==> config.mk <==
export PLATFORM = sky130hd
export DESIGN_NAME = mem_bist
export DESIGN_NICKNAME = d
export VERILOG_FILES = /design/src/rtl/mem_bist.sv
export SDC_FILE = /design/constraint.sdc
export NUM_CORES = 1
export LEC_CHECK = 0
export CAP_MARGIN = 20
export CORE_MARGIN = 3
export CORE_UTILIZATION = 46
export CTS_CLUSTER_DIAMETER = 50
export DETAILED_ROUTE_END_ITERATION = 7
export PLACE_DENSITY_LB_ADDON = 0.1
export SLEW_MARGIN = 0
export SYNTH_ARGS = -nofsm -noshare
export SYNTH_HDL_FRONTEND = slang
export SYNTH_SLANG_ARGS = --single-unit
==> constraint.sdc <==
create_clock -name clk -period 5.4 [get_ports clk]
set_clock_uncertainty 0.05 [all_clocks]
set_input_delay 1.08 -clock clk [delete_from_list [all_inputs] [get_ports clk]]
set_output_delay 1.08 -clock clk [all_outputs]
set_load 0.05 [all_outputs]
==> src/rtl/mem_bist.sv <==
// mem_bist: write/read-compare self-test initiator for a single-write-port,
// asynchronous-read register-file memory.
// Optional feature macro: MEM_BIST_INV_EN adds the inverse-pattern W1/R1 phases
// so every bit is checked in both polarities.
//
// state  | meaning
// -------+------------------------------------------------------------
// S_IDLE | waiting for start, addr parked at 0
// S_W0   | write P(addr) to every address
// S_R0   | read back and compare against P(addr)
// S_W1   | write ~P(addr) to every address (MEM_BIST_INV_EN only)
// S_R1   | read back and compare against ~P(addr) (MEM_BIST_INV_EN only)
// S_DONE | one-cycle done pulse, result fields valid
module mem_bist #(
  parameter int AW = 2,
  parameter int DW = 8,
  parameter logic [DW-1:0] SEED = 8'hA5
) (
  input  logic          clk,
  input  logic          rst,
  input  logic          start,
  output logic          busy,
  output logic          done,
  output logic          pass,
  output logic [AW+1:0] err_count,
  output logic [AW-1:0] fail_addr,
  output logic          fail_phase,
  output logic [AW-1:0] ra,
  output logic [AW-1:0] wa,
  output logic [DW-1:0] wd,
  output logic          we,
  input  logic [DW-1:0] rd
);

  localparam int EW = AW + 2;

  typedef enum logic [2:0] {S_IDLE, S_W0, S_R0, S_W1, S_R1, S_DONE} state_t;

  state_t          state_q;
  logic [AW-1:0]   addr_q;
  logic            busy_q;
  logic            done_q;
  logic            pass_q;
  logic [EW-1:0]   err_q;
  logic [EW-1:0]   err_d;
  logic [AW-1:0]   fail_addr_q;
  logic [DW-1:0]   pat;
  logic [DW-1:0]   exp_rd;
  logic            cmp_en;
  logic            mismatch;
  logic            addr_last;

  assign pat       = SEED + DW'(addr_q);
  assign addr_last = &addr_q;

  // Read-phase compare and saturating error-count next value.
  always_comb begin
    exp_rd = pat;
    cmp_en = 1'b0;
    if (state_q == S_R0) cmp_en = 1'b1;
`ifdef MEM_BIST_INV_EN
    if (state_q == S_R1) begin
      cmp_en = 1'b1;
      exp_rd = ~pat;
    end
`endif
    mismatch = cmp_en && (rd != exp_rd);
    err_d = err_q;
    if (mismatch && !(&err_q)) err_d = err_q + EW'(1);
  end

  // Write data is only non-zero during the write phases.
  always_comb begin
    wd = '0;
    if (state_q == S_W0) wd = pat;
`ifdef MEM_BIST_INV_EN
    if (state_q == S_W1) wd = ~pat;
`endif
  end

  // Gating with rst keeps a reset edge from ever committing a write.
  assign we = ((state_q == S_W0) || (state_q == S_W1)) && !rst;
  assign ra = addr_q;
  assign wa = addr_q;

  assign busy      = busy_q;
  assign done      = done_q;
  assign pass      = pass_q;
  assign err_count = err_q;
  assign fail_addr = fail_addr_q;

`ifdef MEM_BIST_INV_EN
  logic fail_phase_q;
  assign fail_phase = fail_phase_q;
`else
  assign fail_phase = 1'b0;
`endif

  // Sequencer: phase/address stepping plus registered status and results.
  always_ff @(posedge clk) begin
    if (rst) begin
      state_q      <= S_IDLE;
      addr_q       <= '0;
      busy_q       <= 1'b0;
      done_q       <= 1'b0;
      pass_q       <= 1'b0;
      err_q        <= '0;
      fail_addr_q  <= '0;
`ifdef MEM_BIST_INV_EN
      fail_phase_q <= 1'b0;
`endif
    end else begin
      case (state_q)
        S_IDLE: begin
          if (start) begin
            state_q      <= S_W0;
            addr_q       <= '0;
            busy_q       <= 1'b1;
            pass_q       <= 1'b0;
            err_q        <= '0;
            fail_addr_q  <= '0;
`ifdef MEM_BIST_INV_EN
            fail_phase_q <= 1'b0;
`endif
          end
        end
        S_W0: begin
          addr_q <= addr_q + AW'(1);
          if (addr_last) state_q <= S_R0;
        end
        S_R0: begin
          addr_q <= addr_q + AW'(1);
          err_q  <= err_d;
          // err_q is still zero only before the first mismatch of this test
          if (mismatch && (err_q == '0)) begin
            fail_addr_q <= addr_q;
`ifdef MEM_BIST_INV_EN
            fail_phase_q <= 1'b0;
`endif
          end
          if (addr_last) begin
`ifdef MEM_BIST_INV_EN
            state_q <= S_W1;
`else
            state_q <= S_DONE;
            busy_q  <= 1'b0;
            done_q  <= 1'b1;
            pass_q  <= (err_d == '0);
`endif
          end
        end
`ifdef MEM_BIST_INV_EN
        S_W1: begin
          addr_q <= addr_q + AW'(1);
          if (addr_last) state_q <= S_R1;
        end
        S_R1: begin
          addr_q <= addr_q + AW'(1);
          err_q  <= err_d;
          if (mismatch && (err_q == '0)) begin
            fail_addr_q  <= addr_q;
            fail_phase_q <= 1'b1;
          end
          if (addr_last) begin
            state_q <= S_DONE;
            busy_q  <= 1'b0;
            done_q  <= 1'b1;
            pass_q  <= (err_d == '0);
          end
        end
`endif
        S_DONE: begin
          state_q <= S_IDLE;
          done_q  <= 1'b0;
        end
        default: state_q <= S_IDLE;
      endcase
    end
  end

endmodule
==> results.toml <==
[detailed_routing]
wl_per_cell_um = 12.8
vias_per_cell = 5.21
ant_nets = 0
drt_wl_total_um = 2070
dr.pass1.iters = 4
vias = 844
drc = 0
drt-initial-drc-count = 7

[timing]
worst_pin_slew_ns = 0.870
finalCritPeriodShare_pct = 74.8
hold_viol = 0
fmax_ghz = 0.248
slew_headroom_pct = 41.8
setup_tns_ns = 0
rsz0062_at_grt = "no"
finalSetupViolCount = 0
maxSlewViolCount = 0
finalCriticalPeriod_ns = 4.04

[synthesis]
syn_area_per_cell_sq_um = 8.06
yosys.area.top_type = "dfxtp_1"
synth_warnings = 0
async_flop_share_pct = 0
netlist-cell-type-count = 39
netlist.area_leader.share_pct = 31.3
postSynthCellCount = 111
synth_area_leaders = "dfxtp_1 (31%), nor2_1 (7.1%), buf_4 (5.0%), ha_1 (4.2%), a21oi_1 (3.9%)"
synth-seq-cells = 14
ys_seq_area_share_pct = 31.3
synth_edf_count = 0
syn-cell-area_sq_um = 895
synth_common_cells = "nor2_1 (17), dfxtp_1 (14), a21oi_1 (7), inv_1 (7), nand2_1 (7)"
synth.most_common_cell = "nor2_1"
synth_top_flop_cell = "dfxtp_1"

[placement]
dp_hpwl_um = 1550
place_inst = 158
io_buffers = 30
routabilityCongestion = 0.889

[flow_run]
cap_violations = 0

[global_route]
busiest_layer = "met2"
grt_antenna_before_repair = 0
use_met1_pct = 22.9
use_met3_pct = 6.34
grt_overflow = 0
grt_max_degree = 14
grtUsageTotal_pct = 18.2
grtUsageMet2_pct = 28.7
grt_pass1_vias = 776
grt_pass1_wl_um = 3470

[power]
powerDensity_nw_per_um2 = 203
ir_drop_uv = 171
p_leak_nw = 0.438

[outcome]
status = "complete, no violations"

[min_path]
hold_class = "reg2reg"
min-delay-start = "fail_addr[1]"

[clocking]
holdBufCountCts = 0
postCtsSetupRepairBufs = 0
numCtsBuffers = 3
clk_latency_ns = 0.29
path_clk_slew_ns = 0.09
h-tree-depth = 1
cts.path.max_buffers = 2
cts_resized = 0
clock_sinks = 14
cts_tree = "done"
root_buffer = "clkbuf_4"

[die]
io_pins = 34
std_cell_rows = 15
die_height_um = 50.1
start_util_pct = 50.2
fp.dieW_um = 50.1
core_sq_um = 1780
die-area_sq_um = 2510

[worst_setup_path]
reg2reg_from = "ra[0]"
setup.worst_path.end_class = "output port"
critPathArrivalTime_ns = 2.91
timing_worst_setup_path_type = "in2out"
crit_start = "rst"
start_kind = "input pin"
crit_path_max_fanout = 13
cp_data_required_time_ns = 4.27

[layout]
fillers = 158
drive_above_1_share_pct = 5.84
num-nets-final = 152
syn_to_final_growth_pct = 34.3
stdcell_count = 162
multiInputGateArea_sq_um = 527
antenna-diode-count = 0
ff_latch_area_sq_um = 280
post-route-util_pct = 67.4
==> final cells by class <==
| type | instances | area share, % |
|---|---|---|
| multi-input cells | 82 | 43.9 |
| repair buffers | 30 | 25.0 |
| flip-flops and latches | 14 | 23.3 |
| clock buffers | 4 | 3.02 |
| well taps | 25 | 2.60 |
| inverters | 7 | 2.19 |
==> state kept, by name, summed over array words and instances (netlist names) <==
name       flops
err_count      4
done           1
state_q        3
busy           1
fail_addr      2
pass           1
ra             2
==> final timing paths <==
kind,end,slack (ns),depth (start not counted)
setup / recovery,we,1.36,4
hold / removal,fail_addr[1],0.43,2
setup reg to reg,pass,3.11,6
hold reg to reg,fail_addr[1],0.43,2
==> metal layers <==
layer / wire, um / vias to the layer above
li1: - / 439
met2: 976 / 18
met5: 0 / -
met4: 21 / 0
met3: 76 / 4
met1: 991 / 383
==> report_power, final <==
group,total (mW),internal (mW),switching [mW]
sequential,0.108,0.105,0.00327
clock,0.0798,0.0411,0.0387
combinational,0.0559,0.0204,0.0355
total,0.244,0.167,0.0774
==> placed cells by master (no fill, tap or decap), types with 2 or more instances in the layout <==
cell type,netlist,final
nor3_1,3,3
and2_1,3,3
and3_1,2,2
o2111ai_1,2,2
nand3b_1,2,2
clkdlybuf4s50_1,0,30
or3b_1,2,2
conb_1,1,3
o21ai_0,2,2
clkbuf_4,0,3
ha_1,3,3
nand2_1,7,7
a21oi_2,2,2
o41ai_1,2,2
a21oi_1,7,7
mux2i_1,3,3
nor2b_1,2,2
dfxtp_1,14,14
nor2_1,17,17
inv_1,7,7
xnor2_1,2,2
nand3_1,3,3
==> cell families (layout without fill, tap and decap cells) <==
group	after synthesis	in the layout	share of synthesized area [%]
compound gates	25	25	20.4
xor+xnor	3	3	2.94
fa+ha+maj	3	3	4.20
buf+inv	17	41	10.6
flops	14	14	31.3
mux	3	3	3.36
other cells	1	3	0.419
simple gates	45	45	26.7
==> through the flow <==
| step | hold WS (ns) | cell area [sq um] | power (mW) | setup WS (ns) |
|---|---|---|---|---|
| 2_1_floorplan | 0.517 | 902 | 0.150 | 2.18 |
| 3_3_place_gp | 0.408 | 1160 | 0.166 | 1.40 |
| 3_5_place_dp | 0.420 | 1160 | 0.167 | 1.35 |
| 4_1_cts | 0.434 | 1200 | 0.245 | 1.35 |
| 5_1_grt | 0.476 | 1200 | 0.255 | 1.28 |
| 6_report | 0.432 | 1200 | 0.244 | 1.36 |
==> worst max-delay path: stages <==
cell             delay (ns)
clkdlybuf4s50_1        0.65
nor2_1                 0.24
and2_1                 0.15
clkdlybuf4s50_1        0.79
Power figures use the tool's default switching activity.
==> edit 1: new RTL, config.mk and constraints unchanged <==
Encoding of `state_t`: now one-hot (6 bits for 6 states).
--- a/src/rtl/mem_bist.sv
+++ b/src/rtl/mem_bist.sv
@@ -34,7 +34,7 @@
 
   localparam int EW = AW + 2;
 
-  typedef enum logic [2:0] {S_IDLE, S_W0, S_R0, S_W1, S_R1, S_DONE} state_t;
+  typedef enum logic [5:0] {S_IDLE = 6'b000001, S_W0 = 6'b000010, S_R0 = 6'b000100, S_W1 = 6'b001000, S_R1 = 6'b010000, S_DONE = 6'b100000} state_t;
 
   state_t          state_q;
   logic [AW-1:0]   addr_q;
Function: no difference found for any inputs over 10 cycles, from zero or initial values and one cycle with rst high; not proved beyond that.
==> edit 1 against the original RTL <==
- die area increased by 7.5%
- synthesized cell count is 8.1% higher
- global-route usage decreased by 0.47 points
- power is 10% lower
- design area grew 5.2%
- worst setup slack gained 0.18 ns
- synthesized area up 8.5%
- sequential cell count up 1
- wire length up 6.5%
==> edit 1: results (changes against the original RTL) <==
Placement
  – DP Area: 1240 um2 (+6.2%)
  – Dpl hpwl: 1630 um (+5.5%)
  – Worst slack, placed: 1.53 ns (+0.185 ns)
  – IO buf count: 30 (unchanged)
  – Placed cell count: 166 (+5.1%)
  – GP Congestion: 0.775 (-13%)

Worst setup path
  – Reg-to-reg slack, setup: 3.33 ns (+0.22 ns)
  – Worst R2R End: err_count[0]$_SDFFE_PP0P_
  – Reg2Reg Launch Point: ra[0]$_SDFFE_PP0P_
  – Critical path startpoint: rst
  – Crit path largest cell delay: 0.81 ns (+0.02 ns)
  – Slowest-stage cell, CP: clkdlybuf4s50_1
  – R2R depth: 6 (unchanged)
  – Crit path max fanout: 13 (unchanged)
  – Worst EP arrival: 2.73 ns (-0.18 ns)

Hold path
  – Hold-critical path depth: 2 (unchanged)
  – Hold Crit Start: fail_addr[0]$_SDFFE_PP0P_
  – Hold WC Path Type: reg2reg
  – Hold endpoint: fail_addr[0]$_SDFFE_PP0P_

STA
  – Worst-Margin Slew: 0.669 ns (-0.201 ns)
  – Hold slack final: 0.435 ns (+0.00287 ns)
  – Hold Vio Cnt, Final: 0 (unchanged)

Routing
  – Via count: 928 (+10%)
  – Detailed Route Iter0 Violations: 12 (+5)
  – Via density: 5.46 (+4.8%)
  – DRT Pass-1 Iters: 4 (unchanged)
  – Final WL: 2200 um (+6.5%)

CTS
  – Clk Latency, worst-skew pair: 0.28 ns
  – Resized cells post-CTS: 0 (unchanged)
  – Clock root cell: clkbuf_4
  – Post-CTS Setup Inserts: 0 (unchanged)
  – Clk buf depth: 2 (unchanged)
  – Clock-pin slew on the worst setup and hold paths: 0.08 ns
  – CTS Buf Count: 3 (unchanged)
  – Max H-tree Level: 1 (unchanged)

GRT
  – GRT Resource Usage Total: 17.7% (-0.47 points)
  – Number of global-route vias before repair: 821 (+5.8%)
  – Largest net degree at the start of global routing: 14 (unchanged)
  – Global-route wire length before repair: 3630 um (+4.6%)

Synthesis
  – Ys async rst share: 0% (unchanged)
  – Prevailing post-synth register cell: dfxtp_1
  – Ys Warns: 0 (unchanged)
  – Register area share after synthesis: 30.9% (-0.40 points)
  – Top cells by area, synth: dfxtp_1 (31%), nor2_1 (5.4%), buf_4 (4.6%)
  – Post-Syn Instances: 120 (+8.1%)
  – Post-synth cell types: 45 (+15%)
  – Synth top cells by count: dfxtp_1 (15), nor2_1 (14), nand2_1 (9)

Outcome
  – Status: complete, no violations

Power and ir drop
  – Int Pwr: 157 uW (-5.8%)
  – Pleak: 0.000451 uW (+3.1%)
  – Max IR drop VDD: 0.000152 V (-11%)

Finish
  – Share of cells above drive strength 1: 9.66% (+3.8 points)
  – Nets@finish: 160 (+5.3%)
  – Filler cells: 167 (+5.7%)
  – Ant. Diodes: 0 (unchanged)
  – Layout area overhead: 30.2%
==> edit 1: worst max-delay path by stage <==
stage / end / slack, ns / cells past startpoint
6_report: we / 1.54 / 3
5_1_grt: we / 1.46 / 3
4_1_cts: we / 1.54 / 3
3_5_place_dp: we / 1.53 / 3
3_3_place_gp: we / 1.52 / 3
2_1_floorplan: we / 2.32 / 2
==> edit 1: power groups by stage <==
| stage | Clock [uW] | Combinational [uW] | Sequential, uW |
|---|---|---|---|
| after floorplan | 0 | 24.2 | 121 |
| after detailed placement | 0 | 39.4 | 118 |
| final | 64.0 | 39.5 | 116 |
| after global routing | 73.3 | 42.4 | 116 |
| after global placement | 0 | 39.0 | 118 |
| after CTS | 67.3 | 39.5 | 116 |
==> edit 1: layout make-up <==
class / count / area share [%]
repair buffers: 30 / 23.8
inverters: 6 / 1.88
multi-input cells: 90 / 46.0
flip-flops and latches: 15 / 23.8
well taps: 25 / 2.48
clock buffers: 4 / 2.08
==> edit 1: critical path: cells and delay by family <==
kind | cells | cell delay (ns)
and+or+nand+nor | 1 | 0.19
buffers and inverters | 2 | 1.46
==> edit 1: logic make-up (layout without fill, tap and decap cells) <==
family	Yosys count	in the layout	share of synthesized area, %
AND/OR/NAND/NOR	52	52	31.2
flip-flops	15	15	30.9
adder cells (fa/ha/maj)	3	3	3.87
buffers and inverters	17	40	9.92
AO/OA/AOI/OAI	26	26	17.8
XOR/XNOR	3	3	2.71
multiplexers	3	3	3.22
other	1	3	0.386
==> edit 1: layer usage <==
metal | vias to the layer above | wire length, um | global-route usage (%)
li1 | 470 | - | -
met1 | 419 | 1040 | 23.2
met2 | 34 | 972 | 28.2
met3 | 5 | 142 | 2.29
met4 | 0 | 44 | 9.17
met5 | - | 0 | 0
==> edit 2: new RTL, same flow settings <==
Made on the original files. Add a define of `MEM_BIST_INV_EN`.
--- a/src/rtl/mem_bist.sv
+++ b/src/rtl/mem_bist.sv
@@ -11,6 +11,8 @@
 // S_W1   | write ~P(addr) to every address (MEM_BIST_INV_EN only)
 // S_R1   | read back and compare against ~P(addr) (MEM_BIST_INV_EN only)
 // S_DONE | one-cycle done pulse, result fields valid
+`define MEM_BIST_INV_EN
+
 module mem_bist #(
   parameter int AW = 2,
   parameter int DW = 8,
Behaviour: not the same (a bounded check fails within 10 cycles, from zero or initial values and one cycle with rst high).
==> edit 2 against the original RTL <==
- sequential cell count increased by 1
- worst setup slack improved by 0.028 ns
- fmax increased by 0.69%
- synthesized area increased by 18%
- hold slack got worse by 0.018 ns
- design area increased by 16%
- count of clock-buffer cells in the layout decreased by 1
- power increased by 2.6%
- wire length increased by 15%
- critical path type unchanged
==> edit 2: results (changes against the original RTL) <==
Outcome
  – Status: complete, no violations

Worst setup path
  – Crit path largest cell delay: 0.82 ns (+0.03 ns)
  – Reg-to-reg slack, setup: 2.76 ns (-0.35 ns)
  – Worst R2R End: pass$_SDFFE_PP0P_
  – R2R depth: 9 (+3)
  – Worst EP arrival: 2.88 ns (-0.03 ns)

GRT
  – Number of global-route vias before repair: 932 (+20%)
  – Global-route wire length before repair: 4040 um (+17%)
  – Largest net degree at the start of global routing: 20 (+6)

Routing
  – Detailed Route Iter0 Violations: 12 (+5)
  – Via density: 5.42 (+4.1%)
  – Final WL: 2390 um (+15%)

Synthesis
  – Fraction of the mapped netlist area in adder cells: 4.73% (+0.54 points)
  – Register area share after synthesis: 28.4% (-2.9 points)
  – Synth top cells by count: nor2_1 (17), dfxtp_1 (15), a21oi_1 (8)
  – Top cells by area, synth: dfxtp_1 (28%), nor2_1 (6.0%), xor2_1 (5.0%)
  – Xor and xnor area share after synthesis: 7.46% (+4.5 points)
  – Post-Syn Instances: 129 (+16%)
  – Post-synth cell types: 44 (+13%)
  – Compound-Gate Fraction of Synth Area: 18.6% (-1.8 points)

Placement
  – GP Congestion: 0.863 (-3.0%)
  – IO buf count: 33 (+10%)
  – Dpl hpwl: 1830 um (+19%)

Finish
  – Cell Count, Final, Fillers Out: 182 (+12%)
  – Nets@finish: 171 (+13%)

Hold path
  – Hold endpoint: busy$_SDFFE_PP0P_

Power and ir drop
  – Max IR drop VDD: 0.000171 V (-0.14%)

STA
  – Slew HR: 54.5% (+13 points)
-- edit 2: through the flow --
step	utilization, %	worst slack [ns]	hold WS [ns]	area [um2]
floorplan	-	2.12	0.578	1060
global placement	65.9	1.41	0.397	1360
detailed placement	65.9	1.38	0.403	1360
CTS	67.4	1.38	0.417	1390
global route	67.4	1.28	0.457	1390
finish	67.4	1.39	0.414	1390
-- edit 2: layer usage --
metal	part of all wire (%)	up-vias	GRT usage, %
met5	0	-	0
met4	0.96	0	5.96
met3	6.4	2	5.26
met2	49	28	31.9
met1	44	454	23.8
li1	-	503	-
-- edit 2: power by group --
part | total [uW] | internal [uW] | switching (uW)
clock network | 69.5 | 28.3 | 41.2
registers | 117 | 113 | 4.18
logic | 63.9 | 25.3 | 38.6
-- edit 2: area by class of cell --
cell class / instances / area share, %
Multi-Input combinational cell: 95 / 47.8
Inverter: 8 / 2.16
Clock buffer: 3 / 1.62
Timing Repair Buffer: 33 / 23.8
Sequential cell: 15 / 21.6
Clock inverter: 1 / 0.541
Tap cell: 27 / 2.43
